**config.mk**
```make
export PLATFORM = sky130hd
export DESIGN_NAME = blink_sequencer
export DESIGN_NICKNAME = d
export VERILOG_FILES = /design/src/rtl/blink_sequencer.sv
export SDC_FILE = /design/constraint.sdc
export NUM_CORES = 1
export LEC_CHECK = 0
export ABC_AREA = 1
export CAP_MARGIN = 10
export CORE_ASPECT_RATIO = 0.9
export CORE_UTILIZATION = 60
export DETAILED_ROUTE_END_ITERATION = 6
export GPL_TIMING_DRIVEN = 1
export PLACE_DENSITY = 0.84
export SYNTH_ARGS = -nofsm -noshare
export SYNTH_HDL_FRONTEND = slang
export SYNTH_SLANG_ARGS = --single-unit
```
**constraint.sdc**
```tcl
create_clock -name clk -period 2.05 [get_ports clk]
set_clock_uncertainty 0.2 [all_clocks]
set_input_delay 0.205 -clock clk [delete_from_list [all_inputs] [get_ports clk]]
set_output_delay 0.205 -clock clk [all_outputs]
set_load 0.02 [all_outputs]
```
**src/rtl/blink_sequencer.sv**
```systemverilog
// Front-panel LED sequencer: debounces two active-low buttons and steps one of three
// LED patterns at a programmable tick rate under an IDLE/RUN/PAUSE state machine.
module blink_sequencer #(
    parameter int TICK_CYCLES     = 13500000,
    parameter int DEBOUNCE_CYCLES = 270000,
    parameter int LED_W           = 3
) (
    input  logic             clk,
    input  logic             rst,
    input  logic             button_0,
    input  logic             button_1,
    output logic [LED_W-1:0] led,
    output logic             running,
    output logic [1:0]       mode
);

    localparam int TICK_W = $clog2(TICK_CYCLES);
    localparam int DB_W   = $clog2(DEBOUNCE_CYCLES);

    typedef enum logic [1:0] {
        S_IDLE  = 2'd0,
        S_RUN   = 2'd1,
        S_PAUSE = 2'd2
    } state_t;

    state_t              r_state;
    state_t              w_state_nxt;
    logic [1:0]          w_raw;
    logic [1:0]          w_press;
    logic [1:0]          r_mode;
    logic [LED_W-1:0]    r_pattern;
    logic [TICK_W-1:0]   r_tick_cnt;
    logic                w_tick_wrap;

    function automatic logic [LED_W-1:0] f_init(input logic [1:0] m);
        f_init = (m == 2'd1) ? LED_W'(1) : '0;
    endfunction

    function automatic logic [LED_W-1:0] f_step(input logic [1:0] m, input logic [LED_W-1:0] p);
        case (m)
            2'd0:    f_step = p + LED_W'(1);
            2'd1:    f_step = {p[LED_W-2:0], p[LED_W-1]};
            default: f_step = ~p;
        endcase
    endfunction

    assign w_raw = {button_1, button_0};

    // Per button: 2-flop sync, stability counter, then a registered falling-edge pulse.
    for (genvar gi = 0; gi < 2; gi++) begin : g_db
        logic            r_sync1;
        logic            r_sync2;
        logic            r_deb;
        logic            r_deb_d;
        logic            r_press;
        logic [DB_W-1:0] r_cnt;

        always_ff @(posedge clk) begin
            if (rst) begin
                r_sync1 <= 1'b1;
                r_sync2 <= 1'b1;
                r_deb   <= 1'b1;
                r_deb_d <= 1'b1;
                r_press <= 1'b0;
                r_cnt   <= '0;
            end else begin
                r_sync1 <= w_raw[gi];
                r_sync2 <= r_sync1;
                r_deb_d <= r_deb;
                r_press <= r_deb_d & ~r_deb;
                if (r_sync2 == r_deb) begin
                    r_cnt <= '0;
                end else if (r_cnt == DB_W'(DEBOUNCE_CYCLES - 1)) begin
                    r_deb <= r_sync2;
                    r_cnt <= '0;
                end else begin
                    r_cnt <= r_cnt + DB_W'(1);
                end
            end
        end

        assign w_press[gi] = r_press;
    end

    always_ff @(posedge clk) begin
        if (rst) begin
            r_state <= S_IDLE;
        end else begin
            r_state <= w_state_nxt;
        end
    end

    // Stop / mode-select on button 1 always takes priority over button 0.
    always_comb begin
        w_state_nxt = r_state;
        case (r_state)
            S_IDLE: begin
                if (!w_press[1] && w_press[0]) w_state_nxt = S_RUN;
            end
            S_RUN: begin
                if (w_press[1])      w_state_nxt = S_IDLE;
                else if (w_press[0]) w_state_nxt = S_PAUSE;
            end
            S_PAUSE: begin
                if (w_press[1])      w_state_nxt = S_IDLE;
                else if (w_press[0]) w_state_nxt = S_RUN;
            end
            default: w_state_nxt = S_IDLE;
        endcase
    end

    always_comb begin
        led     = '1;
        running = 1'b0;
        if (r_state == S_RUN)   running = 1'b1;
        if (r_state != S_IDLE)  led = ~r_pattern;
    end

    assign mode        = r_mode;
    assign w_tick_wrap = (r_tick_cnt == TICK_W'(TICK_CYCLES - 1));

    // RUN keeps counting on the edge that pauses, so a coinciding step is not lost.
    always_ff @(posedge clk) begin
        if (rst) begin
            r_mode     <= 2'd0;
            r_pattern  <= '0;
            r_tick_cnt <= '0;
        end else begin
            case (r_state)
                S_IDLE: begin
                    if (w_press[1]) begin
                        r_mode <= (r_mode == 2'd2) ? 2'd0 : r_mode + 2'd1;
                    end else if (w_press[0]) begin
                        r_pattern  <= f_init(r_mode);
                        r_tick_cnt <= '0;
                    end
                end
                S_RUN: begin
                    if (w_press[1]) begin
                        r_pattern  <= '0;
                        r_tick_cnt <= '0;
                    end else if (w_tick_wrap) begin
                        r_tick_cnt <= '0;
                        r_pattern  <= f_step(r_mode, r_pattern);
                    end else begin
                        r_tick_cnt <= r_tick_cnt + TICK_W'(1);
                    end
                end
                S_PAUSE: begin
                    if (w_press[1]) begin
                        r_pattern  <= '0;
                        r_tick_cnt <= '0;
                    end
                end
                default: begin
                    r_pattern  <= '0;
                    r_tick_cnt <= '0;
                end
            endcase
        end
    end

endmodule

```
==> results.yml, run 1 <==
critical_path:
  critical_path_class: "reg -> out"
  worstPathMaxFanout: 4
  rr_worst_depth: 8
  r2r_start: "g_db[0].r_cnt[0]"
  cp.required_ns: 1.64
  reg2reg_slack_ns: 0.18
  critPathCaptureType: "primary output"
  cp-start-kind: "flop"
  crit_arrival_ns: 1.51
  rr_endpoint: "g_db[0].r_cnt[14]"
  cp-startpoint: "r_state[0]"
  cp-endpoint: "running"
place:
  portBuffers: 9
  placed_area_um2: 4200
  hpwl_mm: 5.87
  pre_cts_ws_ns: 0.106
  place_congestion: 0.919
  dp_cells: 655
logic_synthesis:
  synth_top_area_share_pct: 39.3
  netlist_area_um2: 4030
  yosysWarnings: 0
  synthFlopType: "dfxtp_1"
  async_flop_share_pct: 0
  synthTopCellsByArea: "dfxtp_1, nand2_1, nor2_1"
  synth.distinct_cells: 33
  syn_nets: 570
  synth_edf_count: 0
  seq_area_frac_synth_pct: 39.3
  yosys_register_bits: 79
  avgSynthCellArea_um2: 7.17
  yosysTopAreaCell: "dfxtp_1"
  synthCells: 562
floorplanning:
  num_io_pins: 10
  dieHeight_um: 79.7
  die-area_um2: 7050
  start_util_pct: 64.1
  core-area_um2: 6280
  fp-row-count: 27
  die_w_um: 88.4
cts:
  root_buffer: "clkbuf_8"
  clk_path_buf_depth: 2
  hold_buffers: 0
  clk_pin_slew_worst_paths_ns: 0.08
  cts_tree: "built"
  cts_htree_levels: 3
  numCtsBuffers: 9
  cts_sinks: 79
  insertion_delay_ns: 0.36
power_and_ir_drop:
  irDropWorstVdd_mv: 0.481
  leakage_nw: 1.52
  total_power_mw: 2.79
  powerDensity_nw_per_um2: 625
route:
  wire_per_inst_um: 12.6
  dr.pass1.iters: 5
  drc_errors: 0
  drt-initial-drc-count: 244
  vias: 3698
  viasPerCell: 5.49
  ant_nets: 0
  drt_wl_total_mm: 8.50
sta:
  slew_headroom_pct: 77.3
  finalHoldViolCount: 0
  final-setup-viol-count: 0
  setup_slack_ns: 0.133
  finalCritPeriodShare_pct: 93.5
  rsz0062_at_grt: "no"
  min_period_ns: 1.92
  drv_slew: 0
  tightest_slew_ns: 0.340
  max_freq_mhz: 522
  whs_ns: 0.215
  fin_tns_setup_ns: 0
grt:
  overflow: 0
  grt_pass1_wl_mm: 13.9
  antenna_found_initial: 0
  grt_pass1_vias: 3193
  grt_max_degree: 24
  gr-usage-all-layers_pct: 25.5
final_layout:
  layout_common_cells: "nand2_1, nor2_1, dfxtp_1"
  drive_gt1_share_pct: 13.1
  diodes: 0
  fin_cells: 673
  layout.nets: 589
  largest_reg_flops: 38
  top_register: "g_db.r_cnt"
  final_util_pct: 70.9
  area_delta_synth_final_pct: 10.6
  final_common_cell: "nand2_1"
  reg_top3: "g_db.r_cnt: 38 flops, r_tick_cnt: 24 flops, r_pattern: 3 flops"
  fin_area_um2: 4460
min_path:
  hold_path_class: "reg -> reg"
job:
  maxCapViolCount: 0
outcome:
  status: "completed"
synthesized netlist by cell type (8+ instances only):
cell	count
dfxtp_1	79
inv_2	10
inv_1	52
nand4_1	23
nor3_1	20
nor2_1	91
a21oi_1	27
nand2_1	120
nor2_2	8
xor2_1	19
or2_2	8
nand3_1	37
per-layer routing:
layer	up-vias	global-route usage [%]	wire length, um
met5	-	0	0
met4	0	9.19	165
met3	20	6.41	512
met2	127	40.0	3850
met1	1695	33.7	3980
li1	1856	-	-
worst min path at each step:
stage	from	to	slack [ns]	depth (start not counted)
6_report	g_db[0].r_sync1	g_db[0].r_sync2	0.22	1
5_1_grt	g_db[0].r_sync1	g_db[0].r_sync2	0.22	1
4_1_cts	g_db[0].r_sync1	g_db[0].r_sync2	0.22	1
3_5_place_dp	g_db[1].r_sync1	g_db[1].r_sync2	0.20	1
3_3_place_gp	g_db[0].r_sync1	g_db[0].r_sync2	0.19	1
2_1_floorplan	button_0	g_db[0].r_sync1	0.11	1
area by class of cell:
cell class | count | area [um2]
Clock buffer | 11 | 151
Sequential cell | 79 | 1580
Fill cell | 522 | 1830
Multi-Input combinational cell | 414 | 2170
Inverter | 62 | 233
Timing Repair Buffer | 15 | 155
Clock inverter | 5 | 56.3
Tap cell | 87 | 109
power by group:
part           switching [mW]  leakage [nW]  internal (mW)
sequential            0.00286         0.638           1.54
clock                   0.575         0.105          0.626
combinational          0.0273         0.777         0.0176
total                   0.605          1.52           2.18
cell families (layout without fill, tap and decap cells):
logic type      count (synthesis)  after routing  synth area share [%]
simple gates                  343            343                  41.0
flops                          79             79                  39.3
buf+inv                        69             93                  7.24
compound gates                 41             41                  5.62
xor+xnor                       26             26                  5.65
fa+ha+maj                       4              4                  1.24
critical path, stage by stage, from the launching register on:
cell             delay (ns)
dfxtp_1                0.38
nand2_1                0.12
inv_1                  0.06
clkdlybuf4s50_1        0.59
repair_timing:
| item | CTS | global route |
|---|---|---|
| setup endpoints to repair | 0 | 27 |
| resized for setup | 0 | 7 |
| setup buffers | 0 | 2 |
(Power assumes the default switching activity.)
==> run 2: changes to the inputs <==
--- a/config.mk
+++ b/config.mk
@@ -7,7 +7,7 @@
 export LEC_CHECK = 0
 export ABC_AREA = 1
 export CAP_MARGIN = 10
-export CORE_ASPECT_RATIO = 0.9
+export CORE_ASPECT_RATIO = 0.7
 export CORE_UTILIZATION = 60
 export DETAILED_ROUTE_END_ITERATION = 6
 export GPL_TIMING_DRIVEN = 1
==> results.yml, run 2 (synthesized netlist as in run 1, its figures left out) <==
cts:
  root_buffer: "clkbuf_8"
  clk_pin_slew_worst_paths_ns: 0.08
  insertion_delay_ns: 0.35
  clk_path_buf_depth: 2
  numCtsBuffers: 9
  cts_tree: "built"
  cts_sinks: 79
  cts_htree_levels: 3
power_and_ir_drop:
  irDropWorstVdd_mv: 0.442
  powerDensity_nw_per_um2: 613
  leakage_nw: 1.53
place:
  dp_cells: 660
  hpwl_mm: 6.32
  place_congestion: 0.901
  placed_area_um2: 4210
  portBuffers: 9
route:
  wire_per_inst_um: 12.8
  drc_errors: 0
  ant_nets: 0
  vias: 3683
  dr.pass1.iters: 5
  drt-initial-drc-count: 293
  drt_wl_total_mm: 8.72
  viasPerCell: 5.42
floorplanning:
  die-area_um2: 7050
  start_util_pct: 63.3
  die_w_um: 99.9
  fp-row-count: 24
  dieHeight_um: 70.6
  num_io_pins: 10
  core-area_um2: 6370
job:
  maxCapViolCount: 0
critical_path:
  critical_path_buf_inv_count: 1
  critPathCaptureType: "flop"
  slowest_stage: "dfxtp_1"
  worstPathMaxFanout: 9
  critical-path-top-delay-family: "simple AND/OR/NAND/NOR gates"
  path_cells: "ha_1 -> nand2_1 -> nor2_4 -> nand2_2 -> nor3_2 -> nand2_1 -> nand2_4 -> buf_12 -> nor2_1"
  crit_arrival_ns: 1.96
  cp_common_cell: "nand2_1"
  cp-start-kind: "flop"
  r2r_start: "g_db[1].r_cnt[0]"
  cp.required_ns: 2.09
  cp-startpoint: "g_db[1].r_cnt[0]"
  critical_path_class: "reg -> reg"
  reg2reg_slack_ns: 0.13
  slowest_delay_ns: 0.40
sta:
  slew_headroom_pct: 77.3
  max_freq_mhz: 521
  drv_slew: 0
  whs_ns: 0.212
  fin_tns_setup_ns: 0
  final-setup-viol-count: 0
  tightest_slew_ns: 0.337
  min_period_ns: 1.92
  finalCritPeriodShare_pct: 93.6
  finalHoldViolCount: 0
final_layout:
  fin_area_um2: 4450
  drive_gt1_share_pct: 13.1
  diodes: 0
  largest_reg_flops: 38
  final_common_cell: "nand2_1"
  nFillCells: 553
  reg_top3: "g_db.r_cnt: 38 flops, r_tick_cnt: 24 flops, r_pattern: 3 flops"
  layout.nets: 592
  layout_common_cells: "nand2_1, nor2_1, dfxtp_1"
  fin_cells: 680
  area_delta_synth_final_pct: 10.5
  final_util_pct: 69.9
  top_register: "g_db.r_cnt"
grt:
  grt_max_degree: 24
  overflow: 0
  grt_pass1_vias: 3145
  antenna_found_initial: 0
  grt_pass1_wl_mm: 14.6
  gr-usage-all-layers_pct: 26.0
outcome:
  status: "completed"
min_path:
  hold_path_class: "reg -> reg"
  min_from: "g_db[1].r_deb_d"
-- run 2: final cells by class --
| class | instances | area, um2 | area share [%] |
|---|---|---|---|
| clock buffer | 9 | 124 | 2.78 |
| clock inverter | 7 | 73.8 | 1.66 |
| inverter | 62 | 233 | 5.23 |
| multi-input combinational | 414 | 2160 | 48.4 |
| sequential | 79 | 1580 | 35.5 |
| tap | 91 | 114 | 2.56 |
| timing repair buffer | 18 | 170 | 3.82 |
-- run 2: repair_timing --
| action | in CTS | in global routing |
|---|---|---|
| hold buffers | 0 | 0 |
| endpoints found under the setup margin | 2 | 3 |
| resized for setup | 2 | 1 |
| pin swaps | 0 | 1 |
| setup buffers | 0 | 4 |
-- run 2: stage by stage --
step / setup WS [ns] / power [mW]
detailed placement: 0.111 / 1.62
floorplan: 0.333 / 1.61
global placement: 0.185 / 1.62
CTS: 0.0000110 / 2.75
finish: 0.131 / 2.73
global route: -0.0279 / 2.84
-- run 2: worst paths after layout --
path                      end  cells after the start
max          g_db[1].r_cnt[0]                      9
min           g_db[1].r_press                      2
max reg2reg  g_db[1].r_cnt[0]                      9
min reg2reg   g_db[1].r_press                      2
-- run 2: power by group --
| group | internal, mW | switching (mW) |
|---|---|---|
| combinational | 0.0178 | 0.0273 |
| sequential | 1.54 | 0.00303 |
| clock | 0.564 | 0.579 |
| total | 2.12 | 0.610 |
-- run 2: worst reg2reg max path: stages (launching register included) --
cell	delay (ns)
dfxtp_1	0.40
ha_1	0.26
nand2_1	0.13
nor2_4	0.15
nand2_2	0.07
nor3_2	0.12
nand2_1	0.13
nand2_4	0.17
buf_12	0.14
nor2_1	0.04
-- run 2: metal layers --
layer  track usage [%]  wire length (um)  up-vias
li1                  -                 -     1864
met1              37.4              4220     1680
met2              39.3              3780      129
met3              7.41               676       10
met4              4.41                46        0
met5                 0                 0        -
==> run 3: changes to the inputs <==
==> constraint.sdc (replaced) <==
create_clock -name clk -period 2 [get_ports clk]
set_clock_uncertainty 0.2 [all_clocks]
set_input_delay 0.2 -clock clk [delete_from_list [all_inputs] [get_ports clk]]
set_output_delay 0.2 -clock clk [all_outputs]
set_load 0.02 [all_outputs]
==> results.yml, run 3 (synthesized netlist as in run 1, its figures left out) <==
min_path:
  hold_depth: 2
  min_from: "button_1"
  hold_path_class: "in -> reg"
job:
  maxCapViolCount: 0
critical_path:
  cp-startpoint: "r_state[0]"
  critPathCaptureType: "primary output"
  slowest_delay_ns: 0.59
  critical-path-top-delay-family: "buffers and inverters"
  critical_path_class: "reg -> out"
  path_cells: "nand2_1 -> inv_1 -> clkdlybuf4s50_1"
  cp-start-kind: "flop"
  slowest_stage: "clkdlybuf4s50_1"
  r2r_start: "g_db[0].r_cnt[0]"
  path_depth: 3
  critical_path_buf_inv_count: 2
  rr_worst_depth: 8
  crit_arrival_ns: 1.53
  cp.required_ns: 1.60
  worstPathMaxFanout: 4
final_layout:
  diodes: 0
  nFillCells: 538
  seq_area_um2: 1580
  layout.nets: 593
  final_common_cell: "nand2_1"
  layout_common_cells: "nand2_1, nor2_1, dfxtp_1"
  final_util_pct: 70.1
  top_register: "g_db.r_cnt"
  area_delta_synth_final_pct: 10.8
  multi_input_area_um2: 2190
  largest_reg_flops: 38
  drive_gt1_share_pct: 13.4
  reg_top3: "g_db.r_cnt: 38 flops, r_tick_cnt: 24 flops, r_pattern: 3 flops"
  fin_area_um2: 4460
floorplanning:
  core-area_um2: 6370
  fp-row-count: 24
  num_io_pins: 10
  start_util_pct: 63.3
  die-area_um2: 7050
  die_w_um: 99.9
  dieHeight_um: 70.6
power_and_ir_drop:
  leakage_nw: 1.52
  irDropWorstVdd_mv: 0.307
  total_power_mw: 2.74
  powerDensity_nw_per_um2: 613
place:
  placed_area_um2: 4210
  place_congestion: 0.908
  portBuffers: 9
  hpwl_mm: 6.33
route:
  ant_nets: 0
  vias: 3723
  viasPerCell: 5.47
  drc_errors: 0
  drt_wl_total_mm: 9.00
  dr.pass1.iters: 6
  wire_per_inst_um: 13.2
  drt-initial-drc-count: 290
cts:
  cts_tree: "built"
  insertion_delay_ns: 0.37
  hold_buffers: 0
  clk_path_buf_depth: 2
  numCtsBuffers: 9
  cts_htree_levels: 3
  clk_pin_slew_worst_paths_ns: 0.09
  root_buffer: "clkbuf_8"
  cts_sinks: 79
sta:
  finalHoldViolCount: 0
  drv_slew: 0
  max_freq_mhz: 519
  fin_tns_setup_ns: 0
  tightest_slew_ns: 0.521
  finalCritPeriodShare_pct: 96.4
  whs_ns: 0.195
  min_period_ns: 1.93
  slew_headroom_pct: 65.1
  final-setup-viol-count: 0
  rsz0062_at_grt: "no"
grt:
  gr-usage-all-layers_pct: 27.1
  grt_max_degree: 24
  antenna_found_initial: 0
  grt_pass1_vias: 3318
  grt_pass1_wl_mm: 15.1
  overflow: 0
outcome:
  status: "completed"
[run 3: timing repair]
action                                  4_1_cts  5_1_grt
setup buffers                                 0        4
pin swaps                                     0        1
endpoints found under the setup margin        3       22
cloned                                        0        1
gates resized for setup                       3        4
[run 3: final timing paths]
check / slack [ns] / to
worst min register to register: 0.22 / g_db[0].r_press
worst min-delay path: 0.19 / g_db[1].r_sync1
worst max register to register: 0.15 / g_db[0].r_cnt[15]
worst max-delay path: 0.07 / running
[run 3: final cells by class]
type                            count  share of cell area (%)
Clock buffer                        9                    2.78
Timing Repair Buffer               18                    3.73
Inverter                           62                    5.21
Multi-Input combinational cell    415                    49.1
Sequential cell                    79                    35.4
Clock inverter                      7                    1.23
Tap cell                           91                    2.55
[run 3: metal layers]
| metal | up-vias | wire (um) | global-route usage [%] | share of wire, % |
|---|---|---|---|---|
| met5 | - | 0 | 0 | 0 |
| li1 | 1869 | - | - | - |
| met4 | 0 | 117 | 7.68 | 1.3 |
| met3 | 14 | 654 | 6.13 | 7.3 |
| met1 | 1696 | 4340 | 38.7 | 48 |
| met2 | 144 | 3890 | 41.1 | 43 |
[run 3: power breakdown]
group / switching (mW) / internal, mW / total (mW)
logic: 0.0315 / 0.0197 / 0.0512
registers: 0.00304 / 1.58 / 1.58
clock network: 0.639 / 0.467 / 1.11
total: 0.674 / 2.06 / 2.74
[run 3: metrics by stage]
step	setup slack, ns	std cells
2_1_floorplan	0.283	562
5_1_grt	0.0132	681
3_3_place_gp	0.213	660
4_1_cts	0.0712	676
6_report	0.0715	681
3_5_place_dp	0.152	660
